File: config.mk
export PLATFORM = sky130hd
export DESIGN_NAME = stride_perm_buffer
export DESIGN_NICKNAME = d
export VERILOG_FILES = /design/src/rtl/fft_buf_pkg.sv /design/src/rtl/sp_ram_rf.sv /design/src/rtl/stride_perm_buffer.sv
export SDC_FILE = /design/constraint.sdc
export NUM_CORES = 1
export LEC_CHECK = 0
export BUFFER_PORTS_ARGS = -buffer_cell sky130_fd_sc_hd__buf_4
export CAP_MARGIN = 5
export CORE_MARGIN = 1.5
export CORE_UTILIZATION = 56
export CTS_CLUSTER_DIAMETER = 30
export DETAILED_ROUTE_END_ITERATION = 8
export PLACE_DENSITY = 0.76
export SYNTH_ARGS = -nofsm -noshare
export SYNTH_HDL_FRONTEND = slang
export SYNTH_SLANG_ARGS = --single-unit
File: constraint.sdc
create_clock -name clk -period 3.6 [get_ports clk]
set_input_delay 0.72 -clock clk [delete_from_list [all_inputs] [get_ports clk]]
set_output_delay 0.72 -clock clk [all_outputs]
set_load 0.01 [all_outputs]
File: src/rtl/fft_buf_pkg.sv
// Shared types and helpers for the FFT datapath reorder buffers.
// Holds the bit-rotation used for stride permutation and the buffer FSM encoding.
package fft_buf_pkg;

  localparam int unsigned ROT_MAX_W = 32;
  localparam int unsigned ROT_IDX_W = $clog2(ROT_MAX_W);

  typedef enum logic [1:0] {
    IDLE,
    FILL,
    DRAIN
  } buf_state_t;

  // Rotate the low 'width' bits of value left by 'amount'; bits above width return 0.
  function automatic logic [ROT_MAX_W-1:0] rot_left(
    input logic [ROT_MAX_W-1:0] value,
    input int unsigned          amount,
    input int unsigned          width
  );
    logic [ROT_MAX_W-1:0] res;
    res = '0;
    for (int unsigned i = 0; i < width; i++) begin
      res[ROT_IDX_W'((i + amount) % width)] = value[ROT_IDX_W'(i)];
    end
    return res;
  endfunction

  function automatic bit params_legal(
    input int unsigned depth_log2,
    input int unsigned stride_log2
  );
    return (depth_log2 >= 2) && (depth_log2 <= ROT_MAX_W) &&
           (stride_log2 >= 1) && (stride_log2 < depth_log2);
  endfunction

endpackage

File: src/rtl/sp_ram_rf.sv
// Single-port RAM, synchronous read-first: a write returns the previous
// content of the same address on rdata.
module sp_ram_rf #(
  parameter int unsigned DATA_WIDTH = 32,
  parameter int unsigned DEPTH_LOG2 = 4
) (
  input  logic                  clk,
  input  logic                  en,
  input  logic                  we,
  input  logic [DEPTH_LOG2-1:0] addr,
  input  logic [DATA_WIDTH-1:0] wdata,
  output logic [DATA_WIDTH-1:0] rdata
);

  logic [DATA_WIDTH-1:0] mem [2**DEPTH_LOG2];

  always_ff @(posedge clk) begin
    if (en) begin
      rdata <= mem[addr];
      if (we) begin
        mem[addr] <= wdata;
      end
    end
  end

endmodule

File: src/rtl/stride_perm_buffer.sv
// In-place streaming stride-permutation buffer: one frame of RAM holds the
// incoming frame while the previous one is read out in rotated order.
module stride_perm_buffer #(
  parameter int unsigned DATA_WIDTH  = 32,
  parameter int unsigned DEPTH_LOG2  = 4,
  parameter int unsigned STRIDE_LOG2 = 2
) (
  input  logic                  clk,
  input  logic                  rst,
  input  logic [DATA_WIDTH-1:0] data_in,
  input  logic                  valid_in,
  input  logic                  ctrl_in,
  input  logic                  perm_en,
  input  logic                  flush,
  output logic                  in_ready,
  output logic [DATA_WIDTH-1:0] data_out,
  output logic                  valid_out,
  output logic                  ctrl_out,
  output logic                  err
);
  import fft_buf_pkg::*;

  if (!params_legal(DEPTH_LOG2, STRIDE_LOG2)) begin : g_param_check
    $error("stride_perm_buffer: requires DEPTH_LOG2 >= 2 and 1 <= STRIDE_LOG2 < DEPTH_LOG2");
  end

  localparam int unsigned     RW          = $clog2(DEPTH_LOG2);
  localparam logic [RW:0]     STRIDE_STEP = (RW+1)'(STRIDE_LOG2);
  localparam logic [RW:0]     ROT_MOD     = (RW+1)'(DEPTH_LOG2);
  localparam logic [DEPTH_LOG2-1:0] J_ONE = DEPTH_LOG2'(1);

  buf_state_t            state;
  logic [DEPTH_LOG2-1:0] j;
  logic [RW-1:0]         r;
  logic                  primed;

  logic                  accept, start, abort, drop, go_drain;
  logic                  wr_word, rd_en, rd_valid, rd_first;
  logic [RW:0]           r_step, r_sum;
  logic [RW-1:0]         r_adv, r_eff;
  logic [DEPTH_LOG2-1:0] j_eff, addr;
  logic [DATA_WIDTH-1:0] rdata;
  logic                  rd_valid_q, rd_first_q;

  // Each frame's rotation is relative to the previous one, so reading the
  // address being overwritten yields the prior frame in stride order.
  always_comb begin
    accept   = valid_in && in_ready;
    start    = accept && ctrl_in;
    abort    = start && (state == FILL);
    drop     = accept && !ctrl_in && (state == IDLE);
    go_drain = flush && primed && (state == IDLE) && !start;
    wr_word  = start || (accept && (state == FILL));
    rd_en    = wr_word || (state == DRAIN);

    r_step = '0;
    if (start) begin
      r_step = perm_en ? STRIDE_STEP : '0;
    end else if (go_drain) begin
      r_step = STRIDE_STEP;
    end
    r_sum = {1'b0, r} + r_step;
    r_adv = (r_sum >= ROT_MOD) ? RW'(r_sum - ROT_MOD) : r_sum[RW-1:0];

    r_eff = start ? r_adv : r;
    j_eff = start ? '0 : j;
    addr  = DEPTH_LOG2'(rot_left(ROT_MAX_W'(j_eff), 32'(r_eff), DEPTH_LOG2));

    rd_valid = (wr_word && primed && !abort) || (state == DRAIN);
    rd_first = rd_valid && (j_eff == '0);
  end

  sp_ram_rf #(
    .DATA_WIDTH(DATA_WIDTH),
    .DEPTH_LOG2(DEPTH_LOG2)
  ) u_ram (
    .clk  (clk),
    .en   (rd_en),
    .we   (wr_word),
    .addr (addr),
    .wdata(data_in),
    .rdata(rdata)
  );

  always_ff @(posedge clk or negedge rst) begin
    if (!rst) begin
      state      <= IDLE;
      j          <= '0;
      r          <= '0;
      primed     <= 1'b0;
      in_ready   <= 1'b1;
      rd_valid_q <= 1'b0;
      rd_first_q <= 1'b0;
      data_out   <= '0;
      valid_out  <= 1'b0;
      ctrl_out   <= 1'b0;
      err        <= 1'b0;
    end else begin
      err        <= abort || drop;
      rd_valid_q <= rd_valid;
      rd_first_q <= rd_first;
      valid_out  <= rd_valid_q;
      ctrl_out   <= rd_first_q;
      if (rd_valid_q) begin
        data_out <= rdata;
      end

      unique case (state)
        IDLE: begin
          if (start) begin
            state <= FILL;
            j     <= J_ONE;
            r     <= r_adv;
          end else if (go_drain) begin
            state    <= DRAIN;
            in_ready <= 1'b0;
            j        <= '0;
            r        <= r_adv;
          end
        end
        FILL: begin
          if (start) begin
            j      <= J_ONE;
            r      <= r_adv;
            primed <= 1'b0;
          end else if (accept) begin
            j <= j + J_ONE;
            if (j == '1) begin
              state  <= IDLE;
              primed <= 1'b1;
            end
          end
        end
        DRAIN: begin
          j <= j + J_ONE;
          if (j == '1) begin
            state    <= IDLE;
            primed   <= 1'b0;
            in_ready <= 1'b1;
          end
        end
        default: state <= IDLE;
      endcase
    end
  end

endmodule

==> results of run 1 <==
[cell usage after synthesis (all sizes together)]
cell type / instances / share of area
nor2b: 35 / 0.0096
ha: 5 / 0.0027
a211oi: 1 / 0.00055
nor2: 25 / 0.0042
nand4b: 1 / 0.00038
or3: 1 / 0.00027
nand3b: 1 / 0.00033
xnor2: 1 / 0.00038
nor3: 2 / 0.00044
o32ai: 2 / 0.00077
nor3b: 3 / 0.00099
mux2: 65 / 0.032
and3: 6 / 0.0016
and3b: 1 / 0.00038
nand3: 36 / 0.0079
nand4: 2 / 0.00055
a22o: 3 / 0.0012
a32oi: 2 / 0.00077
edfxtp: 544 / 0.72
o211ai: 1 / 0.00033
xor2: 1 / 0.00038
nor4bb: 1 / 0.00044
o31ai: 2 / 0.00066
a31o: 1 / 0.00038
o22ai: 32 / 0.0088
o21bai: 1 / 0.00033
clkbuf: 39 / 0.0065
buf: 32 / 0.0090
o21a: 1 / 0.00033
nand2: 113 / 0.019
dfrtp: 45 / 0.049
mux4: 62 / 0.061
and2: 1 / 0.00027
a31oi: 33 / 0.0091
or2: 1 / 0.00027
mux2i: 70 / 0.031
inv: 4 / 0.00066
dfstp: 1 / 0.0012
a21oi: 37 / 0.0081
nand2b: 1 / 0.00027
a41oi: 1 / 0.00038
o21ai: 45 / 0.0099
[flip-flops by register name, indices dropped and copies added, names as in the netlist]
name and cells:
r 1, u_ram.rdata 32, ctrl_out 1, err 1, in_ready 1, data_out 32
rd_valid_q 1, valid_out 1, primed 1, u_ram.mem 512, state 2, j 4
rd_first_q 1
[per-stage QoR]
| step | hold WS (ns) | worst slack, ns | area, sq um | total power [mW] |
|---|---|---|---|---|
| after detailed placement | 0.341 | 0.866 | 24500 | 7.74 |
| after global placement | 0.342 | 0.904 | 24500 | 7.73 |
| final | 0.152 | 0.725 | 28400 | 18.4 |
| after global routing | 0.208 | 0.601 | 28400 | 18.9 |
| after floorplan | 0.331 | 0.0867 | 22800 | 7.62 |
| after CTS | 0.172 | 0.770 | 28400 | 18.5 |
[cells by family after synthesis]
logic type / after synthesis / synth area share
DFF: 590 / 0.768
and+or+nand+nor: 230 / 0.0466
muxes: 197 / 0.124
AOI/OAI and AO/OA: 162 / 0.0415
buffers and inverters: 75 / 0.0162
adders and majority gates: 5 / 0.00275
xor gates and xnor gates: 2 / 0.000769
[power by group]
| part | internal [mW] | switching (mW) |
|---|---|---|
| clock network | 7.20 | 3.63 |
| logic | 0.0282 | 0.0965 |
| registers | 7.49 | 0 |
| total | 14.7 | 3.73 |
[worst max-delay path: cells and delay by family, from the launching register on]
family	cells	cell delay, ns
simple gates	3	0.97
flops	1	0.55
buf+inv	2	0.49
compound gates	1	0.53
[cell usage in the layout (no fill, tap or decap), types with 8 or more instances in the layout]
cell and count:
clkinv_1 8, a21oi_1 37, clkinvlp_4 15, dfrtp_1 44, bufinv_16 18, clkinv_2 10
mux2i_1 68, clkbuf_1 10, o21ai_0 44, nor2_4 19, buf_12 12, mux4_2 62
inv_6 15, mux2_2 60, nand2_1 113, buf_4 123, nand3_1 35, o22ai_1 32
clkbuf_16 113, a31oi_1 33, nor2b_1 35, edfxtp_1 544, clkinv_4 8
[path summary, 6_finish.rpt]
kind | cells past startpoint | end | slack, ns
min reg2reg | 0 | ctrl_out | 0.35
min | 1 | data_out[7] | 0.15
max | 6 | u_ram.mem[15][18] | 0.72
max reg2reg | 6 | u_ram.mem[15][18] | 0.72
min in group clk | 0 | ctrl_out | 0.35
max in group asynchronous | 1 | rd_valid_q | 2.89
[area by class of cell]
cell class,count,area [sq um]
clock buffers,128,2930
clock inverters,80,1040
fillers,2265,11500
inverters,4,15.0
multi-input cells,596,5150
flip-flops and latches,590,17500
well taps,525,657
repair buffers,135,1160
[routing by layer]
metal,global-route usage,part of all wire
met2,0.443,0.50
met5,0,0.00018
met4,0.114,0.027
met1,0.361,0.38
met3,0.0592,0.095
==> summary.md, run 1 <==
| Metric | Value |
|---|---|
| Minimum clock period | `2.88 ns` |
| WL/cell | `27.1 um` |
| Static Leak | `between 9 and 10 nW` |
| RSZ-0062 raised after global routing | `no` |
| Num CTS Buffers | `110` |
| Final net count | `between 1k and 1.5k` |
| Clock Path Buffers | `3` |
| Area Growth Syn to Fin | `24.9%` |
| Vias | `12.9k` |
| CP peak stage delay | `roughly 0.55 ns` |
| Initial Util | `0.571` |
| Crit-path cells | `inv_1 > o21ai_0 > and3_1 > nand2_1 > nor2_4 > buf_12` |
| Die span in y | `205 um` |
| Via count of the first global-routing pass | `13.5k` |
| CTS resizes | `0` |
| CP Launch Type | `register` |
| First-pass DRT Iterations | `5` |
| Post-Route Utilization | `0.713` |
| Max Freq | `348 MHz` |
| Rows | `73` |
| Pin count of the biggest net entering global routing | `61` |
| DIE AREA | `0.0419 sq mm` |
| Worst slew pin tran | `roughly 1.0 ns` |
| Worst-path clk slew | `0.05 ns` |
| Syn_area_per_cell | `18.1 sq um` |
| CTS tree | `done` |
| Antenna Nets Post-Route | `0` |
| Placed cell count | `1850` |
| Max-slew violation count | `0` |
| Yosys reg bits | `590` |
| Hold Fails Final Rpt | `0` |
| Status | `finished, final reports clean` |
| Setup TNS | `0 ns` |
| GP Congestion | `0.788` |
| Cell Area, Synth | `0.0228 sq mm` |
| Postcts setup bufs | `0` |
| Max Cap Viol | `0` |
| CP Launch Point | `j[0]` |
| Critical path class | `register to register` |
| Final setup violation count | `0` |
| Layout Cells excl Fill | `just over 2k` |
| Crit path arrival time | `3.18 ns` |
| Mapped Cells | `between 1k and 1.5k` |
| Drc violations | `0` |
| IO Pins | `74` |
| Crit-path max FO | `25` |
| Worst setup EP type | `register` |
| First-pass GRT wire length | `82600 um` |
| Pwr Density | `648 mW/mm^2` |
| Total nets after synthesis | `1304` |
| GRT overflow | `0` |
| Required time worst endpoint | `3.91 ns` |
| Layout cells sized above 1 | `0.312` |
| HPWL Detailed | `approximately 28000 um` |
| Clock root cell | `clkbuf_16` |
| Post-synthesis sequential area ratio | `0.768` |
| Vias/cell | `6.29` |
| Period utilisation layout | `0.799` |
| Die Width | `205 um` |
| CTS Sinks | `between 500 and 600` |
| Relative slew slack | `0.336` |
| Diode count | `0` |
| Initial antenna violation count | `1` |
| Core box area | `0.0399 sq mm` |
| Detailed Route WL | `55800 um` |
| H-tree levels | `3` |
| Max VDD drop | `0.384 mV` |
| FF-to-FF Start | `j[0]` |
| Slowest stage cell on the critical path | `dfrtp_1` |
| Tightest Hold Check Type | `input pin to asynchronous set/reset pin` |
| Total GRT Usage | `0.273` |
| Library cells used by synthesis | `50` |
| PortBufs | `73` |
| Drt initial violations | `1376` |
| Clock Latency Late Sink | `0.64 ns` |
| Worst Skew | `0.0368 ns` |
| Hold_buf cts | `0` |
| Syn. warnings | `0` |
(Power assumes the default switching activity.)
==> run 2, diff against run 1 <==
Settings changed: ABC_AREA set to 1.
Clock period 3.6 ns to 2.5 ns, I/O delays scaled along.
==> run 2 against run 1 <==
  * Area after synthesis rose by 9.0%
  * Largest power group unchanged
  * Flip-flop and latch count is the same
  * Cell count up 52%
  * Cell area up 7.8%
  * Critical path depth grew 1
  * Largest cell class unchanged
  * Total power rose by 85%
  * Sequential power is 62% higher
==> summary.md, run 2 <==
| Metric | Value |
|---|---|
| CP peak stage delay | `0.57 ns (+0.02 ns)` |
| Setup WS post-layout | `0.171 ns (-0.554 ns)` |
| Pwr Density | `1110 mW/mm^2 (+71%)` |
| Drt initial violations | `1987 (+44%)` |
| Status | `finished, final reports clean` |
| Share of the synthesized area in the top cell type | `0.658 (-0.0592)` |
| Max-slew violation count | `0 (unchanged)` |
| First-pass GRT wire length | `97000 um (+17%)` |
| PortBufs | `73 (unchanged)` |
| CTS Sinks | `590 (unchanged)` |
| Crit path top cell by count | `nand3_4` |
| Postcts setup bufs | `0 (unchanged)` |
| Worst setup EP type | `register` |
| Detailed Route WL | `63300 um (+13%)` |
| Period utilisation layout | `0.932 (+0.133)` |
| Syn_area_per_cell | `10.7 sq um (-40%)` |
| Cell taking the most area after synthesis | `edfxtp_1` |
| Relative slew slack | `0.496 (+0.160)` |
| Buf/Inv on CP | `3 (+1)` |
| Worst-path clk slew | `0.05 ns (about the same)` |
| CTS tree | `done` |
| Initial antenna violation count | `1 (unchanged)` |
| Register share of total power | `0.356 (-0.050)` |
| Crit-path max FO | `54 (+120%)` |
| Vias | `17.6k (+36%)` |
| Die span in y | `214 um (+4.3%)` |
| Commonest non-fill, non-tap cells in the layout | `1139 x nand2_1, 544 x edfxtp_1, 266 x nand3_1` |
| Synth Area in XOR/XNOR | `0.000706 (-0.0000635)` |
| Drc violations | `0 (unchanged)` |
| Total nets after synthesis | `2353 (+80%)` |
| First-pass DRT Iterations | `6 (+1)` |
| Die Width | `214 um (+4.3%)` |
| Hold Fails Final Rpt | `0 (unchanged)` |
| WL/cell | `20.2 um (-25%)` |
| GP Congestion | `0.802 (+1.8%)` |
| Max Cap Viol | `0 (unchanged)` |
| Switching Share | `0.289 (+0.0872)` |
| CP Launch Type | `register` |
| Yosys reg bits | `590 (unchanged)` |
| Initial Util | `0.573 (+0.00190)` |
| Final setup violation count | `0 (unchanged)` |
| Core box area | `0.0434 sq mm (+8.6%)` |
| Most frequent cell after synthesis | `nand2_1` |
| Combinational family with the most area after synthesis | `simple AND/OR/NAND/NOR gates` |
| DIE AREA | `0.0456 sq mm (+8.9%)` |
| Combinational Power Share | `0.206 (+0.199)` |
| Top cells by count, synth | `1141 x nand2_1, 544 x edfxtp_1, 267 x nand3_1` |
| Max VDD drop | `0.650 mV (+69%)` |
| Mux cell area share after synthesis | `0.0145 (-0.110)` |
| Adder-cell area share of the yosys netlist | `0.00252 (-0.000227)` |
| HPWL Detailed | `33200 um (+19%)` |
| Num CTS Buffers | `111 (+0.91%)` |
| Syn. warnings | `0 (unchanged)` |
| Max FFs per register | `512 (unchanged)` |
| Power Internal | `24.2 mW (+65%)` |
| Library cells used by synthesis | `29 (-42%)` |
| Largest regs | `u_ram.mem x512, data_out x32, u_ram.rdata x32` |
| Total power | `34.1 mW (+85%)` |
| Area Growth Syn to Fin | `23.5%` |
| RSZ-0062 raised after global routing | `no` |
| Crit-path cells | `nand3_4 > nand3_4 > buf_16 > nand4_1 > buf_4 > nor2_4 > buf_12` |
| Largest reg by FF count | `u_ram.mem` |
| Rows | `76 (+4.1%)` |
| IO Pins | `74 (unchanged)` |
| Pre-CTS setup slack | `-0.0117 ns (-0.878 ns)` |
| Tightest Hold Check Type | `input pin to register` |
| Crit path arrival time | `2.67 ns (-0.51 ns)` |
| Total GRT Usage | `0.285 (+0.0124)` |
| Final net count | `2494 (+69%)` |
| Clock Path Buffers | `3 (unchanged)` |
| Antenna Nets Post-Route | `0 (unchanged)` |
| Worst Skew | `0.0227 ns (-0.0142 ns)` |
| H-tree levels | `3 (unchanged)` |
| Clock Latency Late Sink | `0.65 ns (about the same)` |
| Sw power | `9.86 mW (+160%)` |
| Cell Area, Synth | `0.0248 sq mm (+9.0%)` |
| Number of enable flip-flop cells after synthesis | `544 (unchanged)` |
| Clock root cell | `clkbuf_16` |
| Post-synthesis compound-gate area fraction | `0.00544 (-0.0361)` |
| Slowest stage cell on the critical path | `dfstp_2` |
| Layout cells sized above 1 | `0.159 (-0.153)` |
| Ys async rst share | `0.0780 (unchanged)` |
| Main area contributors after synthesis | `edfxtp_1 66%, nand2_1 17%, nand3_1 5.4%` |
| Required time worst endpoint | `2.84 ns (-1.07 ns)` |
| Most common flop cell mapped by yosys | `edfxtp_1` |
| Critical path class | `register to register` |
| Commonest non-fill, non-tap cell in the layout | `nand2_1` |
| Pin count of the biggest net entering global routing | `121 (+98%)` |
| Via count of the first global-routing pass | `17.7k (+32%)` |
| Static Leak | `12.7 nW (+32%)` |
| Dominant delay contributor by cell family on the critical path | `simple AND/OR/NAND/NOR gates` |
| Minimum clock period | `2.33 ns (-0.546 ns)` |
| Synth Area in Simple Gates | `0.233 (+0.187)` |
| Post-synthesis sequential area ratio | `0.704 (-0.0634)` |
| Max Freq | `429 MHz (+23%)` |
| Clk pwr share | `0.439 (-0.148)` |
| GRT overflow | `0 (unchanged)` |
| Worst slew pin tran | `0.756 ns (-0.240 ns)` |
| Vias/cell | `5.62 (-11%)` |
| Mapped Cells | `2310 (+83%)` |
## run 2: path summary, 6_finish.rpt
| kind | startpoint | to | cells past startpoint | slack, ns |
|---|---|---|---|---|
| max | in_ready | u_ram.mem[6][20] | 7 | 0.17 |
| min | ctrl_in | err | 2 | 0.09 |
| max reg2reg | in_ready | u_ram.mem[6][20] | 7 | 0.17 |
| min reg2reg | rd_first_q | ctrl_out | 0 | 0.35 |
| max in group asynchronous | rst | rd_valid_q | 2 | 1.48 |
| min in group asynchronous | rst | data_out[1] | 2 | 0.48 |
## run 2: logic make-up (layout without fill, tap and decap cells)
group / after synthesis / after routing
AO/OA/AOI/OAI: 22 / 22
XOR/XNOR: 2 / 2
adder cells (fa/ha/maj): 5 / 5
buffers and inverters: 217 / 454
flip-flops: 590 / 590
multiplexers: 32 / 32
other: 0 / 1
AND/OR/NAND/NOR: 1442 / 1442
## run 2: routing by layer
| layer | vias to the layer above | part of all wire | global-route usage |
|---|---|---|---|
| li1 | 8039 | - | - |
| met2 | 1015 | 0.49 | 0.478 |
| met4 | 0 | 0.035 | 0.136 |
| met1 | 8383 | 0.38 | 0.365 |
| met5 | - | 0 | 0 |
| met3 | 172 | 0.090 | 0.0485 |
## run 2: area by class of cell
class                           count  area [sq um]
Fill cell                        2815         12700
Clock buffer                      127          2920
Clock inverter                     82           911
Tap cell                          585           732
Timing Repair Buffer              157          1720
Inverter                           88           333
Sequential cell                   590         17500
Antenna cell                        1          2.50
Multi-Input combinational cell   1503          6550
## run 2: power by group through the flow
| stage | registers, mW | logic [mW] | clock network, mW |
|---|---|---|---|
| floorplan | 12.3 | 4.42 | 0 |
| global placement | 12.3 | 6.63 | 0 |
| detailed placement | 12.3 | 6.80 | 0 |
| CTS | 12.1 | 6.97 | 15.1 |
| global route | 12.2 | 7.76 | 15.5 |
| finish | 12.1 | 7.01 | 15.0 |
## run 2: metrics by stage
stage / TNS (ns) / area (sq um) / hold slack [ns] / std cells / utilization
floorplan: -145.07 / 24900 / 0.204 / 2310 / -
finish: 0 / 30700 / 0.0875 / 3133 / 0.707
global route: 0 / 30700 / 0.0849 / 3133 / 0.707
global placement: 0 / 26800 / 0.337 / 2922 / 0.618
CTS: 0 / 30600 / 0.0476 / 3132 / 0.706
detailed placement: -0.216 / 26800 / 0.340 / 2922 / 0.618
## run 2: worst register-to-register path, stage by stage (launching register included)
cell	delay (ns)
dfstp_2	0.57
nand3_4	0.18
nand3_4	0.20
buf_16	0.28
nand4_1	0.15
buf_4	0.20
nor2_4	0.24
buf_12	0.20
## run 2: repair_timing
action | CTS | global route
resized for setup | 1 | 5
hold buffers | 1 | 0
endpoints found under the hold margin | 45 | 0
setup endpoints to repair | 21 | 87
